**src/rtl/fwd_scoreboard_unit.sv**
```systemverilog
// Forwarding/load-use hazard unit: outputs are combinational from the slot state, and issue reaches slot 0 one clk later.
// stall_ext freezes every slot. Optional counters are enabled with FWD_PERF_CNT_EN.
module fwd_scoreboard_unit #(
  parameter int NUM_SRC    = 2,
  parameter int DEPTH      = 2,
  parameter int LOAD_STAGE = 2,
  parameter int AW         = 5,
  localparam int SELW      = $clog2(DEPTH + 1)
) (
  input  logic                    clk,
  input  logic                    reset,
  input  logic                    stall_ext,
  input  logic                    flush,
  input  logic                    issue_valid,
  input  logic [AW-1:0]           issue_rd,
  input  logic                    issue_regwrite,
  input  logic                    issue_is_load,
  input  logic [NUM_SRC*AW-1:0]   id_rs,
  input  logic [NUM_SRC-1:0]      id_rs_used,
  input  logic [NUM_SRC*AW-1:0]   ex_rs,
  output logic [NUM_SRC*SELW-1:0] fwd_sel,
  output logic                    hazard_stall,
  output logic [(DEPTH+1)*AW-1:0] slot_rd_dbg
`ifdef FWD_PERF_CNT_EN
  ,
  output logic [31:0]             perf_stall_cnt,
  output logic [31:0]             perf_fwd_cnt
`endif
);

  logic [DEPTH:0][AW-1:0] rd_q, rd_d;
  logic [DEPTH:0]         wr_q, wr_d;
  logic [DEPTH:0]         ld_q, ld_d;
  logic [DEPTH:0]         vld;
  logic [NUM_SRC*SELW-1:0] sel_raw;
  logic                   hz_raw;
  logic                   illegal_fwd;

  // x0 is never a forwarding or hazard source
  always_comb begin
    vld = '0;
    for (int k = 0; k <= DEPTH; k++) begin
      vld[k] = wr_q[k] && (rd_q[k] != '0);
    end
  end

  always_comb begin
    int hit;
    sel_raw     = '0;
    illegal_fwd = 1'b0;
    hit         = 0;
    for (int i = 0; i < NUM_SRC; i++) begin
      hit = 0;
      // scan oldest to youngest so the youngest writer overrides
      for (int k = DEPTH; k >= 1; k--) begin
        if (vld[k] && rd_q[k] == ex_rs[i*AW +: AW]) hit = k;
      end
      sel_raw[i*SELW +: SELW] = SELW'(hit);
      if (hit != 0 && ld_q[hit] && hit < LOAD_STAGE) illegal_fwd = 1'b1;
    end
  end

  always_comb begin
    hz_raw = 1'b0;
    for (int i = 0; i < NUM_SRC; i++) begin
      for (int j = 0; j < LOAD_STAGE - 1; j++) begin
        if (id_rs_used[i] && vld[j] && ld_q[j] && rd_q[j] == id_rs[i*AW +: AW]) hz_raw = 1'b1;
      end
    end
  end

  assign fwd_sel      = reset ? '0 : sel_raw;
  assign hazard_stall = !reset && hz_raw;
  assign slot_rd_dbg  = rd_q;

  always_comb begin
    rd_d = rd_q;
    wr_d = wr_q;
    ld_d = ld_q;
    if (!stall_ext) begin
      for (int k = 1; k <= DEPTH; k++) begin
        rd_d[k] = rd_q[k-1];
        wr_d[k] = wr_q[k-1];
        ld_d[k] = ld_q[k-1];
      end
      if (issue_valid && !hazard_stall && !flush) begin
        rd_d[0] = issue_rd;
        wr_d[0] = issue_regwrite;
        ld_d[0] = issue_is_load;
      end else begin
        rd_d[0] = '0;
        wr_d[0] = 1'b0;
        ld_d[0] = 1'b0;
      end
    end
  end

  always_ff @(posedge clk) begin
    if (reset) begin
      rd_q <= '0;
      wr_q <= '0;
      ld_q <= '0;
    end else begin
      rd_q <= rd_d;
      wr_q <= wr_d;
      ld_q <= ld_d;
    end
  end

  // load data is not available before LOAD_STAGE, so selecting it would be a pipeline bug
  always_ff @(posedge clk) begin
    if (!reset) assert (!illegal_fwd);
  end

`ifdef FWD_PERF_CNT_EN
  logic [31:0] stall_cnt_q, stall_cnt_d;
  logic [31:0] fwd_cnt_q, fwd_cnt_d;

  always_comb begin
    stall_cnt_d = stall_cnt_q;
    fwd_cnt_d   = fwd_cnt_q;
    if (!stall_ext) begin
      if (hazard_stall && stall_cnt_q != '1) stall_cnt_d = stall_cnt_q + 32'd1;
      if (fwd_sel != '0 && fwd_cnt_q != '1)  fwd_cnt_d   = fwd_cnt_q + 32'd1;
    end
  end

  always_ff @(posedge clk) begin
    if (reset) begin
      stall_cnt_q <= '0;
      fwd_cnt_q   <= '0;
    end else begin
      stall_cnt_q <= stall_cnt_d;
      fwd_cnt_q   <= fwd_cnt_d;
    end
  end

  assign perf_stall_cnt = stall_cnt_q;
  assign perf_fwd_cnt   = fwd_cnt_q;
`endif

endmodule
```
**config.mk**
```make
export PLATFORM = sky130hd
export DESIGN_NAME = fwd_scoreboard_unit
export DESIGN_NICKNAME = d
export VERILOG_FILES = /design/src/rtl/fwd_scoreboard_unit.sv
export SDC_FILE = /design/constraint.sdc
export NUM_CORES = 1
export LEC_CHECK = 0
export CORE_AREA = 2 2 55 57
export DETAILED_ROUTE_END_ITERATION = 10
export DIE_AREA = 0 0 57 59
export MAX_ROUTING_LAYER = met4
export PLACE_DENSITY = 0.92
export RECOVER_POWER = 50
export SLEW_MARGIN = 30
export SYNTH_ARGS = -nofsm -noshare
export SYNTH_HDL_FRONTEND = slang
export SYNTH_SLANG_ARGS = --single-unit
```
**constraint.sdc**
```tcl
create_clock -name clk -period 3.2 [get_ports clk]
set_input_delay 0.32 -clock clk [delete_from_list [all_inputs] [get_ports clk]]
set_output_delay 0.32 -clock clk [all_outputs]
set_load 0.01 [all_outputs]
```
==> results.toml <==
[outcome]
outcome = "completed"

[cts]
cts_made_buffers = 3
cts_tree = "yes"
htreeDepth = 1
worstSkewPairLatency_ns = 0.30
ctsHoldBuffers = 0
clkSinkCount = 19
post_cts_buffers = 0
cts_max_path_buffers = 2
ctsResizeCount = 0
path_clk_slew_ns = 0.11
root_buffer = "clkbuf_4"

[worst_setup_path]
path_cells = "or4_1, o21ai_2, nor3_2, nor4_2, clkdlybuf4s50_1"
r2r-start = "slot_rd_dbg[0]$_SDFFE_PP0N_"
crit_path_end = "fwd_sel[3]"
rr_worst_depth = 4
arrival_ns = 2.39
max_stage_delay_ns = 0.57
setup.worst_path.start = "slot_rd_dbg[8]$_SDFFE_PP0N_"
crit_path_top_delay_cell = "clkdlybuf4s50_1"
crit_type = "flip-flop to primary output"
cp_max_fo = 6
endpoint_kind = "primary output"
worst_setup_path_start_kind = "flip-flop"
required_ns = 2.88
r2r_setup_slack_ns = 1.55
r2r_end = "slot_rd_dbg[3]$_SDFFE_PP0N_"

[power]
peakVddDrop_uv = 254
leakagePower_nw = 0.638
powerDensity_nw_per_um2 = 284

[place]
place_congestion = 0.972
placed_cell_area_um2 = 1730
portBuffers = 53

[logic_synthesis]
synth_common_cells = "xnor2_1 (22), dfxtp_1 (19), mux2i_1 (12), nor2_1 (12), nand2_1 (11)"
ys_ff_latch = 19
yosysTopAreaCellShare = 0.327
yosysWarnings = 0
synth.most_common_cell = "xnor2_1"
yosysUniqueCellTypes = 25
synth_cells = 128
syn_area_um2 = 1160
synth-async-reset-ratio = 0
synth_top_cells_by_area = "dfxtp_1 (33%), xnor2_1 (17%), mux2i_1 (10%)"
synthesis.nets = 162
synth_top_cell_by_area = "dfxtp_1"
syn_avg_cell_area_um2 = 9.08
synthFlopType = "dfxtp_1"
synth_edf_count = 0
seq_area_frac_synth = 0.327

[cells_and_area]
multiInputGateArea_um2 = 753
synthToLayoutAreaGrowth_pct = 50.7
drive_gt1_frac = 0.0659
final_cell_area_um2 = 1750
diodes = 0
fin_nets = 217
regArea_um2 = 380
fillers = 237

[drt]
vias = 1203
remaining_drc_errors = 0
postRouteAntennaNets = 0
routed_wl_mm = 3.32
wire_per_inst_um = 15.6
dr.pass1.iters = 4
drtIter0Drc = 31
viasPerCell = 5.65

[min_path]
hp-class = "flip-flop to flip-flop"

[timing]
worstMarginPinSlew_ns = 0.896
max_freq_ghz = 0.368
maxSlewViolCount = 0
period_share = 0.848
hold_viol = 0
tns_ns = 0
skew_ns = 0.0117
max_slew_margin = 0.403
rsz0062_at_grt = "no"
finalSetupViolCount = 0
fin_crit_ns = 2.71

[floorplan]
placementRows = 19
die_h_um = 59
ios = 54
die_x_um = 57
die-area_um2 = 3360
start_util = 0.429
core-area_um2 = 2710

[global_route]
grt_usage = 0.217
gr-total-overflow = 0
antenna_found_initial = 0
grt_pass1_vias = 1207
grt_max_degree = 17
grt_pass1_wl_mm = 5.46

[run]
maxCapViolations = 0
==> layout make-up <==
cell class,count,share of cell area
clock buffers,4,0.0150
flip-flops and latches,19,0.217
multi-input cells,102,0.430
well taps,31,0.0221
inverters,1,0.00214
repair buffers,56,0.314
==> per-layer routing <==
metal | vias up | global-route usage | routed length [um]
met1 | 565 | 0.232 | 1300
met3 | 10 | 0.0371 | 249
met2 | 63 | 0.391 | 1660
met4 | 0 | 0.0997 | 106
met5 | - | - | 0
li1 | 565 | - | -
==> worst max-delay path: cells and delay by family (launching register included) <==
kind | cells | cell delay, ns
compound gates | 1 | 0.24
buf+inv | 1 | 0.57
flops | 1 | 0.39
simple gates | 3 | 0.89
==> per-stage QoR <==
stage          total power [W]  std cells  hold WS (ns)   util  worst slack, ns
2_1_floorplan         0.000314        128         0.460      -             1.35
3_3_place_gp          0.000378        209         0.493  0.638            0.675
3_5_place_dp          0.000382        209         0.495  0.638            0.604
4_1_cts               0.000499        213         0.521  0.648            0.471
5_1_grt               0.000519        213         0.560  0.646            0.345
6_report              0.000497        213         0.523  0.646            0.486
==> where the power goes <==
part / switching [W] / total [W] / internal [W]
clock: 0.0000714 / 0.000120 / 0.0000486
sequential: 0.0000127 / 0.000256 / 0.000243
combinational: 0.0000470 / 0.000122 / 0.0000745
total: 0.000131 / 0.000497 / 0.000366
==> state kept, by name, summed over array words and instances (netlist names) <==
name and cells:
slot_rd_dbg 15, wr_q 3, ld_q 1
==> cell families after synthesis <==
kind of cell | after synthesis | share of synthesized area
xor+xnor | 30 | 0.226
buf+inv | 7 | 0.0248
flops | 19 | 0.327
mux | 12 | 0.103
compound gates | 18 | 0.125
simple gates | 42 | 0.194
==> layout by cell type (no fill, tap or decap), types with 2 or more instances in the layout <==
cell	instances
o21ai_0	7
a32oi_1	7
dfxtp_1	19
nand4_1	2
xor2_1	8
nor2_1	12
xnor2_1	22
nand3_1	3
clkbuf_4	3
clkbuf_1	2
dlygate4sd3_1	7
mux2i_1	12
nand2_1	11
nor2b_1	2
buf_4	2
nor4_1	2
nor3_1	3
clkdlybuf4s50_1	46
or4_1	3
==> worst min path at each step <==
| stage | cells after the start | startpoint | to |
|---|---|---|---|
| after floorplan | 2 | issue_is_load | ld_q[0]$_SDFFE_PP0N_ |
| after global placement | 2 | wr_q[2]$_SDFFE_PP0N_ | wr_q[2]$_SDFFE_PP0N_ |
| after detailed placement | 2 | wr_q[2]$_SDFFE_PP0N_ | wr_q[2]$_SDFFE_PP0N_ |
| after CTS | 2 | wr_q[2]$_SDFFE_PP0N_ | wr_q[2]$_SDFFE_PP0N_ |
| after global routing | 2 | wr_q[2]$_SDFFE_PP0N_ | wr_q[2]$_SDFFE_PP0N_ |
| final | 2 | wr_q[2]$_SDFFE_PP0N_ | wr_q[2]$_SDFFE_PP0N_ |
No activity file was read; power rests on OpenSTA's default activity.
